<file path="config.mk">
export PLATFORM = sky130hd
export DESIGN_NAME = memory_stage
export DESIGN_NICKNAME = d
export VERILOG_FILES = /design/src/rtl/mem_stage_pkg.sv /design/src/rtl/mem_wb_register.sv /design/src/rtl/memory_stage.sv
export SDC_FILE = /design/constraint.sdc
export NUM_CORES = 1
export LEC_CHECK = 0
export ABC_AREA = 0
export CAP_MARGIN = 20
export CORE_MARGIN = 1.5
export CORE_UTILIZATION = 36
export CTS_CLUSTER_SIZE = 30
export DETAILED_ROUTE_END_ITERATION = 12
export PLACE_DENSITY = 0.71
export SYNTH_ARGS = -nofsm -noshare
export SYNTH_HDL_FRONTEND = slang
export SYNTH_SLANG_ARGS = --single-unit
</file>
<file path="constraint.sdc">
create_clock -name clk -period 1.4 [get_ports clk]
set_input_delay 0.21 -clock clk [delete_from_list [all_inputs] [get_ports clk]]
set_output_delay 0.21 -clock clk [all_outputs]
set_load 0.05 [all_outputs]
</file>
<file path="src/rtl/mem_stage_pkg.sv">
// Shared types and widths for the memory stage of the 22-bit pipeline.
// Holds the writeback bundle carried across the MEM/WB boundary.
package mem_stage_pkg;

  localparam int DATA_W = 22;
  localparam int REG_W  = 4;

  typedef enum logic {
    IDLE,
    ACCESS
  } mem_state_t;

  typedef struct packed {
    logic              pc_src;
    logic              reg_write;
    logic              mem_reg;
    logic [DATA_W-1:0] read_data;
    logic [DATA_W-1:0] alu_result;
    logic [REG_W-1:0]  write_register;
  } wb_bundle_t;

endpackage

</file>
<file path="src/rtl/mem_wb_register.sv">
// MEM/WB pipeline register; a bubble clears the control bits and
// leaves the data fields at their previous values.
import mem_stage_pkg::*;

module mem_wb_register (
  input  logic       clk,
  input  logic       rst,
  input  logic       i_bubble,
  input  wb_bundle_t i_d,
  output wb_bundle_t o_q
);

  wb_bundle_t r_q;

  always_ff @(posedge clk) begin
    if (rst) begin
      r_q <= '0;
    end else if (i_bubble) begin
      r_q.pc_src    <= 1'b0;
      r_q.reg_write <= 1'b0;
      r_q.mem_reg   <= 1'b0;
    end else begin
      r_q <= i_d;
    end
  end

  assign o_q = r_q;

endmodule

</file>
<file path="src/rtl/memory_stage.sv">
// Memory stage: issues data-memory accesses over req/ack, stalls
// upstream while outstanding, and aborts after TIMEOUT cycles.
import mem_stage_pkg::*;

module memory_stage #(
  parameter int TIMEOUT = 15
) (
  input  logic              clk,
  input  logic              rst,
  input  logic              pc_src_m,
  input  logic              reg_write_m,
  input  logic              mem_reg_m,
  input  logic              mem_write_m,
  input  logic [DATA_W-1:0] alu_result_m,
  input  logic [DATA_W-1:0] write_data_m,
  input  logic [REG_W-1:0]  write_register_m,
  output logic              stall_m,
  output logic              mem_req,
  output logic              mem_we,
  output logic [DATA_W-1:0] mem_addr,
  output logic [DATA_W-1:0] mem_wdata,
  input  logic [DATA_W-1:0] mem_rdata,
  input  logic              mem_ack,
  output logic              pc_src_w,
  output logic              reg_write_w,
  output logic              mem_reg_w,
  output logic [DATA_W-1:0] read_data_w,
  output logic [DATA_W-1:0] alu_result_w,
  output logic [REG_W-1:0]  write_register_w,
  output logic              mem_error
);

  localparam logic [7:0] LP_TO = 8'(TIMEOUT);

  mem_state_t        r_state, w_state_n;
  logic [7:0]        r_cnt, w_cnt_n;
  logic              r_req, w_req_n;
  logic              r_we, w_we_n;
  logic              r_err, w_err_n;
  logic [DATA_W-1:0] r_addr, w_addr_n;
  logic [DATA_W-1:0] r_wdata, w_wdata_n;
  logic              r_pc, w_pc_n;
  logic              r_rw, w_rw_n;
  logic              r_mr, w_mr_n;
  logic [REG_W-1:0]  r_wreg, w_wreg_n;
  logic              w_memop, w_timeout, w_bubble, w_stall;
  wb_bundle_t        w_wb_d, w_wb_q;

  assign w_memop   = mem_write_m | (mem_reg_m & reg_write_m);
  assign w_timeout = (r_cnt == LP_TO);

  always_comb begin
    w_state_n = r_state;
    w_cnt_n   = r_cnt;
    w_req_n   = r_req;
    w_we_n    = r_we;
    w_err_n   = r_err;
    w_addr_n  = r_addr;
    w_wdata_n = r_wdata;
    w_pc_n    = r_pc;
    w_rw_n    = r_rw;
    w_mr_n    = r_mr;
    w_wreg_n  = r_wreg;
    w_stall   = 1'b0;
    w_bubble  = 1'b1;
    w_wb_d    = w_wb_q;
    unique case (r_state)
      IDLE: begin
        if (w_memop) begin
          w_stall   = 1'b1;
          w_addr_n  = alu_result_m;
          w_wdata_n = write_data_m;
          w_we_n    = mem_write_m;
          w_pc_n    = pc_src_m;
          w_rw_n    = reg_write_m;
          w_mr_n    = mem_reg_m;
          w_wreg_n  = write_register_m;
          w_req_n   = 1'b1;
          // counter tracks the ACCESS cycle number, 1-based
          w_cnt_n   = 8'd1;
          w_state_n = ACCESS;
        end else begin
          w_bubble                = 1'b0;
          w_wb_d.pc_src           = pc_src_m;
          w_wb_d.reg_write        = reg_write_m;
          w_wb_d.mem_reg          = mem_reg_m;
          w_wb_d.alu_result       = alu_result_m;
          w_wb_d.write_register   = write_register_m;
        end
      end
      ACCESS: begin
        if (mem_ack || w_timeout) begin
          w_bubble              = 1'b0;
          w_wb_d.mem_reg        = r_mr;
          w_wb_d.alu_result     = r_addr;
          w_wb_d.write_register = r_wreg;
          w_wb_d.pc_src         = mem_ack & r_pc;
          w_wb_d.reg_write      = mem_ack & r_rw;
          if (mem_ack && !r_we) w_wb_d.read_data = mem_rdata;
          if (!mem_ack) w_err_n = 1'b1;
          w_req_n   = 1'b0;
          w_cnt_n   = 8'd0;
          w_state_n = IDLE;
        end else begin
          w_stall = 1'b1;
          w_cnt_n = r_cnt + 8'd1;
        end
      end
      default: w_state_n = IDLE;
    endcase
  end

  always_ff @(posedge clk) begin
    if (rst) begin
      r_state <= IDLE;
      r_cnt   <= '0;
      r_req   <= 1'b0;
      r_we    <= 1'b0;
      r_err   <= 1'b0;
      r_addr  <= '0;
      r_wdata <= '0;
      r_pc    <= 1'b0;
      r_rw    <= 1'b0;
      r_mr    <= 1'b0;
      r_wreg  <= '0;
    end else begin
      r_state <= w_state_n;
      r_cnt   <= w_cnt_n;
      r_req   <= w_req_n;
      r_we    <= w_we_n;
      r_err   <= w_err_n;
      r_addr  <= w_addr_n;
      r_wdata <= w_wdata_n;
      r_pc    <= w_pc_n;
      r_rw    <= w_rw_n;
      r_mr    <= w_mr_n;
      r_wreg  <= w_wreg_n;
    end
  end

  mem_wb_register u_mem_wb (
    .clk      (clk),
    .rst      (rst),
    .i_bubble (w_bubble),
    .i_d      (w_wb_d),
    .o_q      (w_wb_q)
  );

  assign stall_m          = w_stall;
  assign mem_req          = r_req;
  assign mem_we           = r_we;
  assign mem_addr         = r_addr;
  assign mem_wdata        = r_wdata;
  assign mem_error        = r_err;
  assign pc_src_w         = w_wb_q.pc_src;
  assign reg_write_w      = w_wb_q.reg_write;
  assign mem_reg_w        = w_wb_q.mem_reg;
  assign read_data_w      = w_wb_q.read_data;
  assign alu_result_w     = w_wb_q.alu_result;
  assign write_register_w = w_wb_q.write_register;

endmodule

</file>
==> results of run 1 <==
[cell type report]
cell class / instances / area share, %
clock buffers: 19 / 5.36
inverters: 1 / 0.0741
flip-flops and latches: 114 / 27.1
repair buffers: 230 / 39.4
multi-input cells: 366 / 24.3
well taps: 147 / 2.18
clock inverters: 13 / 1.61
[cells in the mapped netlist (2+ instances only)]
| cell type | number |
|---|---|
| or2_0 | 2 |
| nand2b_1 | 2 |
| a211oi_1 | 28 |
| buf_2 | 6 |
| nand2_1 | 151 |
| and3_1 | 2 |
| nor3_2 | 3 |
| a21o_1 | 2 |
| o21ai_0 | 3 |
| mux2i_1 | 27 |
| clkbuf_1 | 24 |
| o31ai_1 | 2 |
| nand3_1 | 2 |
| dfxtp_1 | 114 |
| nor2b_1 | 4 |
| a31oi_1 | 5 |
| nor2_1 | 12 |
| buf_4 | 4 |
| nor3_1 | 2 |
| buf_1 | 4 |
| buf_6 | 3 |
| a21oi_1 | 104 |
| nor4b_1 | 2 |
[timing repair]
| action | CTS | global route |
|---|---|---|
| endpoints found under the setup margin | 35 | 71 |
| setup buffers | 6 | 4 |
| hold buffers | 0 | 0 |
| gates resized for setup | 15 | 23 |
| gates cloned | 3 | 0 |
| pin swaps | 28 | 7 |
[per-layer routing]
layer | vias to the layer above | global-route usage, % | part of all wire, %
met3 | 28 | 8.77 | 7.3
met2 | 145 | 41.7 | 52
met5 | - | 0 | 0
met4 | 0 | 8.25 | 2.4
li1 | 2212 | - | -
met1 | 2159 | 24.9 | 39
[cells in the final DEF (no fill, tap or decap), drive strengths merged, types with 2 or more instances in the layout]
cell type / count
buf: 154
nand2: 151
dfxtp: 114
a21oi: 104
clkdlybuf4s50: 75
a211oi: 28
mux2i: 27
clkbuf: 19
nor2: 12
clkinv: 7
a31oi: 5
nor3: 5
clkinvlp: 4
o21ai: 4
nor2b: 4
nand2b: 2
nand3: 2
o31ai: 2
nor4b: 2
a21o: 2
bufinv: 2
or2: 2
and3: 2
[worst reg2reg max path: stages, from the launching register on]
cell	delay, ns
dfxtp_1	0.31
or3_4	0.41
o21ai_4	0.18
buf_4	0.13
buf_6	0.08
buf_8	0.13
buf_12	0.11
buf_16	0.11
a21oi_1	0.07
a211oi_1	0.19
[kinds of logic after synthesis]
logic type,count (synthesis),share of synthesized area [%]
AND/OR/NAND/NOR,187,17.7
AO/OA/AOI/OAI,151,19.7
flip-flops,114,51.6
buffers and inverters,42,4.58
multiplexers,27,6.11
adder cells (fa/ha/maj),1,0.283
[how the worst min path moves through the flow]
| stage | to | cells after the start | slack (ns) |
|---|---|---|---|
| floorplan | r_mr | 2 | 0.35 |
| finish | u_mem_wb.o_q[49] | 2 | 0.13 |
| global route | u_mem_wb.o_q[49] | 2 | 0.13 |
| global placement | r_wreg[3] | 2 | 0.44 |
| detailed placement | r_wreg[3] | 2 | 0.45 |
| CTS | u_mem_wb.o_q[48] | 2 | 0.10 |
[per-stage QoR]
step / worst slack, ns / hold slack (ns)
2_1_floorplan: -0.105 / 0.346
3_3_place_gp: -0.345 / 0.442
3_5_place_dp: -0.424 / 0.452
4_1_cts: -0.475 / 0.102
5_1_grt: -0.507 / 0.133
6_report: -0.461 / 0.133
[power by group through the flow]
| stage | combinational, W | clock [W] | sequential (W) |
|---|---|---|---|
| 6_report | 0.00287 | 0.00420 | 0.00375 |
| 5_1_grt | 0.00301 | 0.00440 | 0.00377 |
| 4_1_cts | 0.00284 | 0.00424 | 0.00375 |
| 3_5_place_dp | 0.00274 | 0 | 0.00381 |
| 3_3_place_gp | 0.00269 | 0 | 0.00380 |
| 2_1_floorplan | 0.000643 | 0 | 0.00440 |
[flip-flops by register name (all words and copies together) (netlist names)]
register	flops
r_state	1
mem_req	1
r_mr	1
r_rw	1
mem_addr	22
mem_wdata	22
mem_we	1
r_wreg	4
r_pc	1
u_mem_wb.o_q	51
mem_error	1
r_cnt	8
==> impl_summary.txt, run 1 <==
----------------------------------------------------
[Pwr]
  Worst IR drop on VDD ... just under 0.9 mV
  Clock Power Share ... 38.8%
  Sequential share of power ... roughly 35%
  Tot Pwr ... 0.0108 W
  Power share of the combinational group ... 26.6%
  Share of total power consumed by net switching ... 29.8%
  Cell Pwr Density ... 1280 nW/um^2
  Internal power of the cells ... 0.00759 W
  Static Leak ... roughly 3.3 nW
  Total net switching power ... 0.00322 W

[Logic synthesis]
  Cell area after synthesis ... 4420 sq um
  Post-synthesis cell type with the largest combined area ... dfxtp_1
  Ys Warns ... 0
  Number of flops mapped to enable cells by yosys ... 0
  Largest cells by area after synthesis ... dfxtp_1 (52%), nand2_1 (13%), a21oi_1 (12%)
  Synthesized instance count ... around 520
  Number of synthesized register bits ... approximately 110
  Fraction of the yosys area taken by sequential cells ... about 52%
  Fraction of registers with async set/reset ... 0%
  Count of cell types in the netlist ... 37
  Post-Synthesis Mean Instance Area ... 8.47 sq um
  Post-synth top flop ... dfxtp_1
  Area share of the largest cell type after synthesis ... between 50% and 60%
  Nets in the synthesized netlist ... 600

[CTS]
  Clock slew seen by the registers of the worst setup and hold paths ... 0.05 ns
  Cell chosen for the clock root ... clkbuf_16
  H-tree levels ... 4
  Number of buffers on the longest clock path ... 2
  TritonCTS clock tree ... built
  Inserted Clock Buffers ... 17
  Number of sinks on the clock net ... 114
  Clock latency on the worst-skew pair ... about 0.40 ns

[Placed design]
  Weighted congestion reported at the end of routability-driven placement ... 0.804
  Port buffer count ... 175
  Placed instance area ... 7550 sq um
  Hpwl dp ... 10500 microns
  Number of placed instances, taps included ... between 800 and 900

[Worst hold path]
  Worst min-delay path class ... primary input to flip-flop
  Startpoint of the most critical hold path ... rst

[Cells and area]
  Number of non-filler instances in the completed layout ... 890
  Sequential standard cell area ... 2290 sq um
  Antenna cells ... 0
  Area of combinational cells with multiple inputs ... 2050 sq um
  Synthesis-to-layout area growth ... 90.9%
  Summed area of non-filler cells in the final layout ... 8450 sq um
  Finished Core Util ... 70.3%
  Final #Nets ... between 800 and 900
  Fraction of final layout cells sized beyond drive strength 1 ... 29.1%
  Fill cell count ... around 840

[Route]
  Routed wirelength normalized by instance count ... about 17 microns
  Number of detailed-routing iterations run before antenna repair ... 4
  Final wirelength ... 14900 microns
  Mean number of vias per cell ... approximately 5.1
  Iteration-0 DRC count of the detailed router ... between 200 and 250
  Antenna-violating nets left ... 0
  Routed vias ... 4544
  Remaining routing DRC violations ... 0

[Floorplan]
  IO Count ... 176
  Total die area ... 13000 sq um
  Vertical die dimension ... ~110 microns
  Number of placement rows ... 40
  Core region area ... 12000 sq um
  Die width ... 114 microns
  Initial Util ... 36.8%

[Global route]
  Via count of the first global-routing pass ... 4853
  Number of antenna violations at the first check in global routing ... 0
  Pin count of the biggest net entering global routing ... 47
  Overall track demand over capacity in global routing ... a little under a quarter
  Overflow left after global routing ... 0
  First-pass GRT wire length ... 23700 microns

[Critical path]
  Crit path arrival time ... 1.65 ns
  Worst flop-to-flop path startpoint ... r_cnt[7]
  Worst stage delay on the critical path ... 0.41 ns
  Instance count on the critical path ... 5
  Type of the worst setup path ... flip-flop to primary output
  Crit path launch type ... flip-flop
  Cell with the biggest individual delay on the critical path ... or3_4
  Length in cells of the worst reg-to-reg path ... 9
  Endpoint of the lowest-slack register-to-register path ... u_mem_wb.o_q[15]
  CP Launch Point ... r_cnt[7]
  CP Capture Type ... primary output
  Worst setup path endpoint ... stall_m
  Category of cells accounting for the largest share of critical-path delay ... simple AND/OR/NAND/NOR gates
  Register-to-Register Setup Slack ... -0.41 ns
  Required time of the critical path ... 1.19 ns
  Number of buffer and inverter stages on the critical path ... 2
  Ordered cell list for the critical path ... or3_4 -> o21ai_4 -> and2_4 -> inv_4 -> buf_8
  Highest net fanout along the worst path ... 2

[STA]
  Share of the cycle needed by the critical path after routing ... 133%
  Rel. slew slack ... 66.2%
  Unrepaired setup endpoints after global routing ... true
  Hold Violations, Final ... 0
  Least setup slack across all paths after layout ... -0.461 ns
  Peak Freq ... around 540 MHz
  Total setup violations reported at the end of the flow ... 34
  Tightest Pin Transition ... 0.506 ns
  Number of max-slew violations in the final report ... 0
  Final Critical Period ... 1.86 ns
  Sum of negative setup slack ... -10.81 ns
  Final setup skew ... 0.00528 ns

[Outcome]
  Violations in the final reports ... setup timing
  Result of the run ... finished with violations

[Run]
  Maxcap violations ... 0

----------------------------------------------------
Note: power is estimated with default switching activity, not from simulation.
==> run 2, diff against run 1 <==
--- a/config.mk
+++ b/config.mk
@@ -9,7 +9,6 @@
 export CAP_MARGIN = 20
 export CORE_MARGIN = 1.5
 export CORE_UTILIZATION = 36
-export CTS_CLUSTER_SIZE = 30
 export DETAILED_ROUTE_END_ITERATION = 12
 export PLACE_DENSITY = 0.71
 export SYNTH_ARGS = -nofsm -noshare
==> results of run 2 <==
No change in the layout: final DEF, timing and power equal those of run 1.
